**config.mk**
```make
export PLATFORM = sky130hd
export DESIGN_NAME = trace_capture
export DESIGN_NICKNAME = d
export VERILOG_FILES = /design/src/rtl/trace_capture.sv
export SDC_FILE = /design/constraint.sdc
export NUM_CORES = 1
export LEC_CHECK = 0
export BUFFER_PORTS_ARGS = -buffer_cell sky130_fd_sc_hd__buf_2
export CORE_MARGIN = 2
export CORE_UTILIZATION = 28
export CTS_BUF_LIST = sky130_fd_sc_hd__clkbuf_16
export CTS_CLUSTER_DIAMETER = 100
export DETAILED_ROUTE_END_ITERATION = 10
export GPL_TIMING_DRIVEN = 0
export SYNTH_ARGS = -nofsm -noshare
export SYNTH_HDL_FRONTEND = slang
export SYNTH_SLANG_ARGS = --single-unit
```
**constraint.sdc**
```tcl
create_clock -name i_clk -period 6.47 [get_ports i_clk]
set_input_delay 0.647 -clock i_clk [delete_from_list [all_inputs] [get_ports i_clk]]
set_output_delay 0.647 -clock i_clk [all_outputs]
set_load 0.05 [all_outputs]
```
**src/rtl/trace_capture.sv**
```systemverilog
`default_nettype none
// ============================================================================
//  Module   : trace_capture
//  Purpose  : Circular on-chip trace buffer for retired-instruction samples
//             (PC + write-back data). Capture stops on a PC-match trigger
//             after a programmable number of post-trigger samples, or on a
//             cycle-count timeout. Registered read port, oldest-first index.
//  Revision : 1.0 - initial release
// ============================================================================
module trace_capture #(
    parameter int DATA_W   = 32,
    parameter int DEPTH    = 16,
    parameter int POST_CNT = 8,
    parameter int TIMEOUT  = 267
) (
    input  logic                     i_clk,
    input  logic                     i_rst,
    input  logic                     i_arm,
    input  logic                     i_vld,
    input  logic [DATA_W-1:0]        i_pc,
    input  logic [DATA_W-1:0]        i_data,
    input  logic                     i_trig_en,
    input  logic [DATA_W-1:0]        i_trig_pc,
    input  logic [$clog2(DEPTH)-1:0] i_rd_addr,
    output logic [DATA_W-1:0]        o_rd_pc,
    output logic [DATA_W-1:0]        o_rd_data,
    output logic [1:0]               o_state,
    output logic [$clog2(DEPTH):0]   o_count,
    output logic                     o_trig_hit,
    output logic [$clog2(DEPTH)-1:0] o_trig_idx,
    output logic                     o_done,
    output logic                     o_timeout
);

    localparam int c_aw = $clog2(DEPTH);
    // Cycle counter only has to hold 0..TIMEOUT-1
    localparam int c_cw = (TIMEOUT > 1) ? $clog2(TIMEOUT) : 1;

    localparam logic [c_aw-1:0] c_post     = c_aw'(POST_CNT);
    localparam logic [c_aw:0]   c_full     = (c_aw + 1)'(DEPTH);
    localparam logic [c_cw-1:0] c_cyc_last = c_cw'(TIMEOUT - 1);

    typedef enum logic [1:0] {
        ST_IDLE = 2'd0,
        ST_PRE  = 2'd1,
        ST_POST = 2'd2,
        ST_DONE = 2'd3
    } state_t;

    state_t             r_state;
    state_t             w_state_nxt;

    logic [DATA_W-1:0]  r_mem_pc   [DEPTH];
    logic [DATA_W-1:0]  r_mem_data [DEPTH];

    logic [c_aw-1:0]    r_wr_ptr;
    logic [c_aw:0]      r_count;
    logic [c_aw-1:0]    r_post_cnt;
    logic [c_cw-1:0]    r_cyc;
    logic [c_aw-1:0]    r_trig_ptr;
    logic               r_trig_hit;
    logic [c_aw-1:0]    r_trig_idx;
    logic               r_timeout;
    logic [DATA_W-1:0]  r_rd_pc;
    logic [DATA_W-1:0]  r_rd_data;

    logic               w_capturing;
    logic               w_start;
    logic               w_wr;
    logic               w_trig;
    logic               w_post_last;
    logic               w_tmo;
    logic [c_aw-1:0]    w_wr_ptr_nxt;
    logic [c_aw:0]      w_count_nxt;
    logic [c_aw-1:0]    w_trig_ptr_nxt;
    logic [c_aw-1:0]    w_oldest_nxt;
    logic [c_aw-1:0]    w_trig_idx_nxt;
    logic [c_aw-1:0]    w_rd_oldest;
    logic [c_aw-1:0]    w_rd_phys;

    assign w_capturing = (r_state == ST_PRE) || (r_state == ST_POST);
    assign w_start     = i_arm && ((r_state == ST_IDLE) || (r_state == ST_DONE));
    assign w_wr        = w_capturing && i_vld;
    assign w_trig      = (r_state == ST_PRE) && i_vld && i_trig_en && (i_pc == i_trig_pc);
    assign w_post_last = (r_state == ST_POST) && i_vld && (r_post_cnt == c_aw'(1));
    assign w_tmo       = w_capturing && (r_cyc == c_cyc_last);

    // Post-edge pointer/count view, used to resolve the trigger's logical
    // index on the very edge that freezes the buffer.
    assign w_wr_ptr_nxt   = w_wr ? (r_wr_ptr + 1'b1) : r_wr_ptr;
    assign w_count_nxt    = (w_wr && (r_count != c_full)) ? (r_count + 1'b1) : r_count;
    assign w_trig_ptr_nxt = w_trig ? r_wr_ptr : r_trig_ptr;
    assign w_oldest_nxt   = (w_count_nxt == c_full) ? w_wr_ptr_nxt : '0;
    assign w_trig_idx_nxt = w_trig_ptr_nxt - w_oldest_nxt;

    // Logical-to-physical read mapping: index 0 is the oldest surviving entry
    assign w_rd_oldest = (r_count == c_full) ? r_wr_ptr : '0;
    assign w_rd_phys   = w_rd_oldest + i_rd_addr;

    // State register
    always_ff @(posedge i_clk or posedge i_rst) begin
        if (i_rst) begin
            r_state <= ST_IDLE;
        end else begin
            r_state <= w_state_nxt;
        end
    end

    // Next-state: timeout outranks trigger completion
    always_comb begin
        w_state_nxt = r_state;
        case (r_state)
            ST_IDLE, ST_DONE: begin
                if (i_arm) begin
                    w_state_nxt = ST_PRE;
                end
            end
            ST_PRE: begin
                if (w_tmo) begin
                    w_state_nxt = ST_DONE;
                end else if (w_trig) begin
                    w_state_nxt = (POST_CNT == 0) ? ST_DONE : ST_POST;
                end
            end
            ST_POST: begin
                if (w_tmo || w_post_last) begin
                    w_state_nxt = ST_DONE;
                end
            end
            default: w_state_nxt = ST_IDLE;
        endcase
    end

    // Capture bookkeeping: pointers, counters and trigger/timeout status
    always_ff @(posedge i_clk or posedge i_rst) begin
        if (i_rst) begin
            r_wr_ptr   <= '0;
            r_count    <= '0;
            r_post_cnt <= '0;
            r_cyc      <= '0;
            r_trig_ptr <= '0;
            r_trig_hit <= 1'b0;
            r_trig_idx <= '0;
            r_timeout  <= 1'b0;
        end else if (w_start) begin
            r_wr_ptr   <= '0;
            r_count    <= '0;
            r_post_cnt <= '0;
            r_cyc      <= '0;
            r_trig_hit <= 1'b0;
            r_timeout  <= 1'b0;
        end else if (w_capturing) begin
            r_wr_ptr   <= w_wr_ptr_nxt;
            r_count    <= w_count_nxt;
            r_trig_ptr <= w_trig_ptr_nxt;
            r_cyc      <= r_cyc + 1'b1;
            if (w_trig) begin
                r_trig_hit <= 1'b1;
                r_post_cnt <= c_post;
            end else if ((r_state == ST_POST) && i_vld) begin
                r_post_cnt <= r_post_cnt - 1'b1;
            end
            if (w_tmo) begin
                r_timeout <= 1'b1;
            end
            if ((w_state_nxt == ST_DONE) && (w_trig || r_trig_hit)) begin
                r_trig_idx <= w_trig_idx_nxt;
            end
        end
    end

    // Sample storage; contents are deliberately not reset
    always_ff @(posedge i_clk) begin
        if (w_wr) begin
            r_mem_pc[r_wr_ptr]   <= i_pc;
            r_mem_data[r_wr_ptr] <= i_data;
        end
    end

    // Registered read port, one cycle of latency
    always_ff @(posedge i_clk or posedge i_rst) begin
        if (i_rst) begin
            r_rd_pc   <= '0;
            r_rd_data <= '0;
        end else begin
            r_rd_pc   <= r_mem_pc[w_rd_phys];
            r_rd_data <= r_mem_data[w_rd_phys];
        end
    end

    assign o_rd_pc    = r_rd_pc;
    assign o_rd_data  = r_rd_data;
    assign o_state    = r_state;
    assign o_count    = r_count;
    assign o_trig_hit = r_trig_hit;
    assign o_trig_idx = r_trig_idx;
    assign o_done     = (r_state == ST_DONE);
    assign o_timeout  = r_timeout;

endmodule
`default_nettype wire

```
* Yosys cells after proc, flatten, opt, wreduce, memory -nomap -nowiden
Memories as Yosys holds them, arrays and structs flattened. A register that Yosys moved wholly into a read port is not among the register bits. Index checks and enable logic that the tools add are counted.
Word-level totals: register bits 34, bits in writable memories 1024, bits of input ports 105, output and inout port bits 78, word-level logic and storage cells 81, memories 2
Memory list:
- r_mem_data | words 16, width 32, rd ports 1, clocked after memory_dff 1, wr ports 1, RTL line 54 | logic [DATA_W-1:0] r_mem_data [DEPTH];
- r_mem_pc | words 16, width 32, rd ports 1, clocked after memory_dff 1, wr ports 1, RTL line 53 | logic [DATA_W-1:0] r_mem_pc [DEPTH];
Cells by class: add/sub/neg operators 6, equality and inequality tests 10, mux-type cells 28, bitwise gates (word level) 1, reduce and logical (&&, ||, !) cells 25
Operators with widths (number):
- 4-bit two-way mux | 10
- 32-bit equality test | 1
- 9-bit two-way mux | 2
- 5-bit two-way mux | 3
- 5-bit equality test (second input constant) | 2
- 1-bit logical AND | 10
- 9-bit by 1-bit adder with 9-bit output (second input constant) | 1
- 9-bit equality test (second input constant) | 1
- 1-bit two-way mux | 8
- 2-bit two-way mux | 4
- 2-bit AND reduction | 4
- 2-bit equality test (second input constant) | 3
- 2-bit one-hot mux with 3 select lines | 1
- 2-bit nonzero test | 3
- 5-bit by 1-bit adder with 5-bit output (second input constant) | 1
- 5-bit inequality test (second input constant) | 1
- 4-bit by 1-bit adder with 4-bit output (second input constant) | 1
- 4-bit adder | 1
- 4-bit by 1-bit equality test with 1-bit output (second input constant) | 1
- 1-bit logical OR | 4
- 4-bit by 1-bit subtractor with 4-bit output (second input constant) | 1
- 4-bit subtractor | 1
- 3-bit AND reduction | 1
- 3-bit nonzero test | 1
- other kinds (4) | 4

* Depth between registers and ports, before layout
depth in word-level cells 10, depth in mapped cells 15, mapped depth without buffers 14

* Worst setup path after synthesis
Ideal clock, no wire load.
kind reg-to-reg, from register r_state[0] (netlist: o_state[0]), to memory r_mem_data[3][0], enable pin, library setup time 0.565 ns, arrival time 6.045 ns, required time 5.905 ns, slack -0.140 ns, stages on the path, launching flop included 7, clock period less this slack 6.610 ns, cell sequence dfrtp_1 > inv_1 > ha_1 > nor2b_1 > clkbuf_1 > nand2_1 > nor3_1
Between the ends: word-level cells in the longest chain between the ends 5
Ends and longest elaborated chain:
- start, declared | RTL line 50 | state_t r_state;
- start signal, assigned | RTL line 105 | r_state <= w_state_nxt;
- 2-bit by 1-bit equality test with 1-bit output / 2-bit equality test (equally long branches) | RTL line 81 | assign w_capturing = (r_state == ST_PRE) || (r_state == ST_POST);
- 1-bit logical OR * | RTL line 81
- 1-bit logical AND * | RTL line 83 | assign w_wr = w_capturing && i_vld;
- 1-bit two-way mux * | RTL line 174 | if (w_wr) begin
- 1-bit two-way mux (not written as such) * | RTL line 176 | r_mem_data[r_wr_ptr] <= i_data;
- end, declared | RTL line 54
Every way passes the cells marked *; elsewhere a longest branch is shown, timed or not.

* Final worst setup path
from register r_count[0] (netlist: o_count[0]), to register r_rd_pc[30] (netlist: o_rd_pc[30]) (read register of r_mem_pc)
Between the ends: word-level cells in the longest chain between the ends 3
Ends and longest elaborated chain:
- start, declared | RTL line 57 | logic [c_aw:0] r_count;
- start signal, assigned | RTL line 154 | r_count <= w_count_nxt;
- 5-bit equality test | RTL line 97 | assign w_rd_oldest = (r_count == c_full) ? r_wr_ptr : '0;
- 4-bit two-way mux | RTL line 97
- 4-bit adder | RTL line 98 | assign w_rd_phys = w_rd_oldest + i_rd_addr;
- end, declared | RTL line 64 | logic [DATA_W-1:0] r_rd_pc;
No other way between the ends. A chain may end at the register's enable or synchronous reset.

==> impl_results.md <==
* Drc violations at 0
* Drt total wl at between 100000 and 150000 um
* Vias per cell at 4.77
* Reg area at 33200 um2
* Final Hold Vio Count at 0
* Slew @ Worst Pin at 1.11 ns
* Synth Flop Type: edfxtp_1
* Initial core utilization at around 28%
* VDD IR max at 243 uV
* Static Leak at between 0.015 and 0.02 uW
* Die height at 396 um
* Critical Path Max Stage Delay at 0.80 ns
* Clk_skew at 0.0343 ns
* Cells on Worst Hold Path at 2
* Placed insts at 4332
* Cts bufs inserted at 107
* Fin Hold WS at approximately 0.28 ns
* Buf/Inv on CP at 6
* Die Wd at 396 um
* Largest net degree at the start of global routing at 68
* Max_cap viols at 0
* Ports at around 180
* # Post-CTS Setup Buffers at 0
* Overflow after GRT at 0
* Period utilization at 91.8%
* Kind of critical path: reg -> reg
* First-pass GRT wire length at 160000 um
* Vias in the first global route at 21878
* Slowest-stage cell, CP: clkbuf_1
* Most common cell after layout, fill and taps aside: edfxtp_1
* Via count at roughly 22000
* Critical Path End Type: flip-flop
* Largest delay share family, worst path: buffers and inverters
* Die Footprint at 157000 um2
* Mapped Cells at 2062
* Area delta synth->final at 19.6%
* Worst reg-to-reg setup slack at 0.53 ns
* CTS tree: built
* Crit-path max FO at 10
* CTS Sinks at 1122
* Mean Syn Cell Area at 20.8 um2
* Root buffer cell: clkbuf_16
* Reg clk slew, reported paths at 0.06 ns
* CTS max path bufs at 3
* Nets at 2539
* Drt pass-1 iters at 5
* Routed Antenna Nets at 0
* Asr flop ratio synth at slightly below 9%
* Routed length per placed instance at 24.5 um
* Register area share after synthesis at 77.3%
* Ys Warns at 0
* Setup TNS at 0 ns
* Period minus WS final at between 5 and 6 ns
* Max_slew headroom at between 20% and 30%
* Syn nets at between 2000 and 2500
* Number of DRC markers in iteration 0 at 2039
* Layout cells sized above 1 at 28.0%
* Arrival @ worst endpoint at 6.43 ns
* Max frequency at 168 MHz
* Port buffer count at 182
* Core Footprint at 152000 um2
* RSZ-0062 raised after global routing: no
* Routability Congestion at 0.762
* Worst R2R Path Depth at 14
* Fill cell count at 14358
* Final setup viols at 0
* Worst-skew pair later-pin latency at 0.72 ns
* Area of the multi-input gates at 9370 um2
* Critical Path Stages at 14
* Crit start category: flip-flop
* Place WS at -0.480 ns
* Critical Path RT at 6.96 ns
* Critical Path, Cell by Cell: inv_1 -> ha_1 -> nor4bb_1 -> clkbuf_1 -> and2_1 -> ha_1 -> inv_1 -> fa_1 -> clkbuf_1 -> clkbuf_1 -> clkbuf_1 -> mux4_2 -> nand2_1 -> a31oi_1
* PD cells at 320 nW/um2
* FF+latch count, synth at 1122
* Unique masters post-synth at 48
* Most used cell, CP: clkbuf_1
* Status: finished clean
* Area of the mapped netlist at 42900 um2
* Max Transition Viols Final at 0
* Power Total at 16400 uW
* Dpl hpwl at 73800 um
* Post-synth EDFFs at 1024
* Hold Crit Class: in -> reg
* Setup WS post-layout at between 0.5 and 0.6 ns
* GRT Total Usage at 14.1%
* Initial antenna violation count at 23
* Final cell count without fillers at 4544
* H-tree depth at 3
* # rows at 143
* Most frequent cells in the layout: edfxtp_1, mux4_2, buf_2
## final cells by class
type                            instances  area share (%)
Inverter                               20           0.156
Tap cell                             2030            4.95
Antenna cell                            7          0.0341
Timing Repair Buffer                  241            4.36
Multi-Input combinational cell        812            18.2
Clock inverter                         96            1.48
Clock buffer                          108            5.26
Sequential cell                      1122            64.6
Buffer                                108           0.872
## synthesized netlist by cell type, types with 3 or more instances
cell type | instances | area, um2
buf_2 | 28 | 140
nand3_1 | 10 | 50.1
nor4_1 | 4 | 25.0
nand2_1 | 155 | 582
nor2_1 | 24 | 90.1
a211oi_1 | 64 | 480
o21ai_0 | 15 | 75.1
mux4_2 | 256 | 5770
a21oi_1 | 10 | 50.1
nand2b_1 | 8 | 50.1
o22ai_1 | 3 | 18.8
ha_1 | 20 | 250
dfrtp_1 | 98 | 2450
buf_1 | 7 | 26.3
a21o_1 | 5 | 37.5
mux2_2 | 4 | 45.0
inv_1 | 20 | 75.1
nand3b_1 | 3 | 22.5
edfxtp_1 | 1024 | 30700
a31oi_1 | 64 | 400
mux2i_1 | 9 | 90.1
clkbuf_1 | 72 | 270
xnor2_1 | 32 | 280
xor2_1 | 16 | 140
nand4_1 | 11 | 68.8
and2_1 | 66 | 413
nor3_1 | 7 | 35.0
## sequential cells by signal, indices dropped and copies added (netlist names), 2 cells and up
| name | count |
|---|---|
| o_state | 2 |
| r_post_cnt | 4 |
| r_mem_pc | 512 |
| o_rd_data | 32 |
| o_count | 5 |
| o_trig_idx | 4 |
| r_cyc | 9 |
| o_rd_pc | 32 |
| r_mem_data | 512 |
| r_trig_ptr | 4 |
| r_wr_ptr | 4 |
## path summary, 6_finish.rpt
path,start,endpoint
min in group asynchronous,i_rst,o_rd_data[24]
max reg2reg,o_count[0],o_rd_pc[30]
max in group asynchronous,i_rst,o_rd_pc[17]
min reg2reg,o_timeout,o_timeout
max,o_count[0],o_rd_pc[30]
min,i_arm,o_trig_hit
## report_power, final
group	internal (uW)	leakage (uW)	total [uW]	switching, uW
sequential	8350	0.0104	8490	136
combinational	595	0.00446	1770	1170
clock	3440	0.00181	6180	2740
## per-layer routing
| layer | vias to the layer above | part of all wire, % | GRT usage, % |
|---|---|---|---|
| met4 | 10 | 1.8 | 2.92 |
| met3 | 161 | 7.9 | 3.59 |
| met2 | 771 | 47 | 21.9 |
| met1 | 11608 | 44 | 20.0 |
| met5 | - | 0.056 | 0 |
| li1 | 9140 | - | - |
## stage by stage
step	util (%)	cell area, um2
after floorplan	-	43000
after global placement	30.5	46400
after detailed placement	31.5	47900
after CTS	33.8	51300
after global routing	33.8	51300
final	33.8	51400
## cell families after synthesis
logic type / after synthesis / synth area share [%]
AO/OA/AOI/OAI: 171 / 2.69
buffers and inverters: 128 / 1.22
adder cells (fa/ha/maj): 22 / 0.676
flip-flops: 1122 / 77.3
AND/OR/NAND/NOR: 300 / 3.33
XOR/XNOR: 48 / 0.979
multiplexers: 271 / 13.8
## what timing repair did
action	4_1_cts	5_1_grt
resized for setup	0	0
endpoints found under the hold margin	31	0
hold buffers	1	0
No activity file was read; power rests on OpenSTA's default activity.
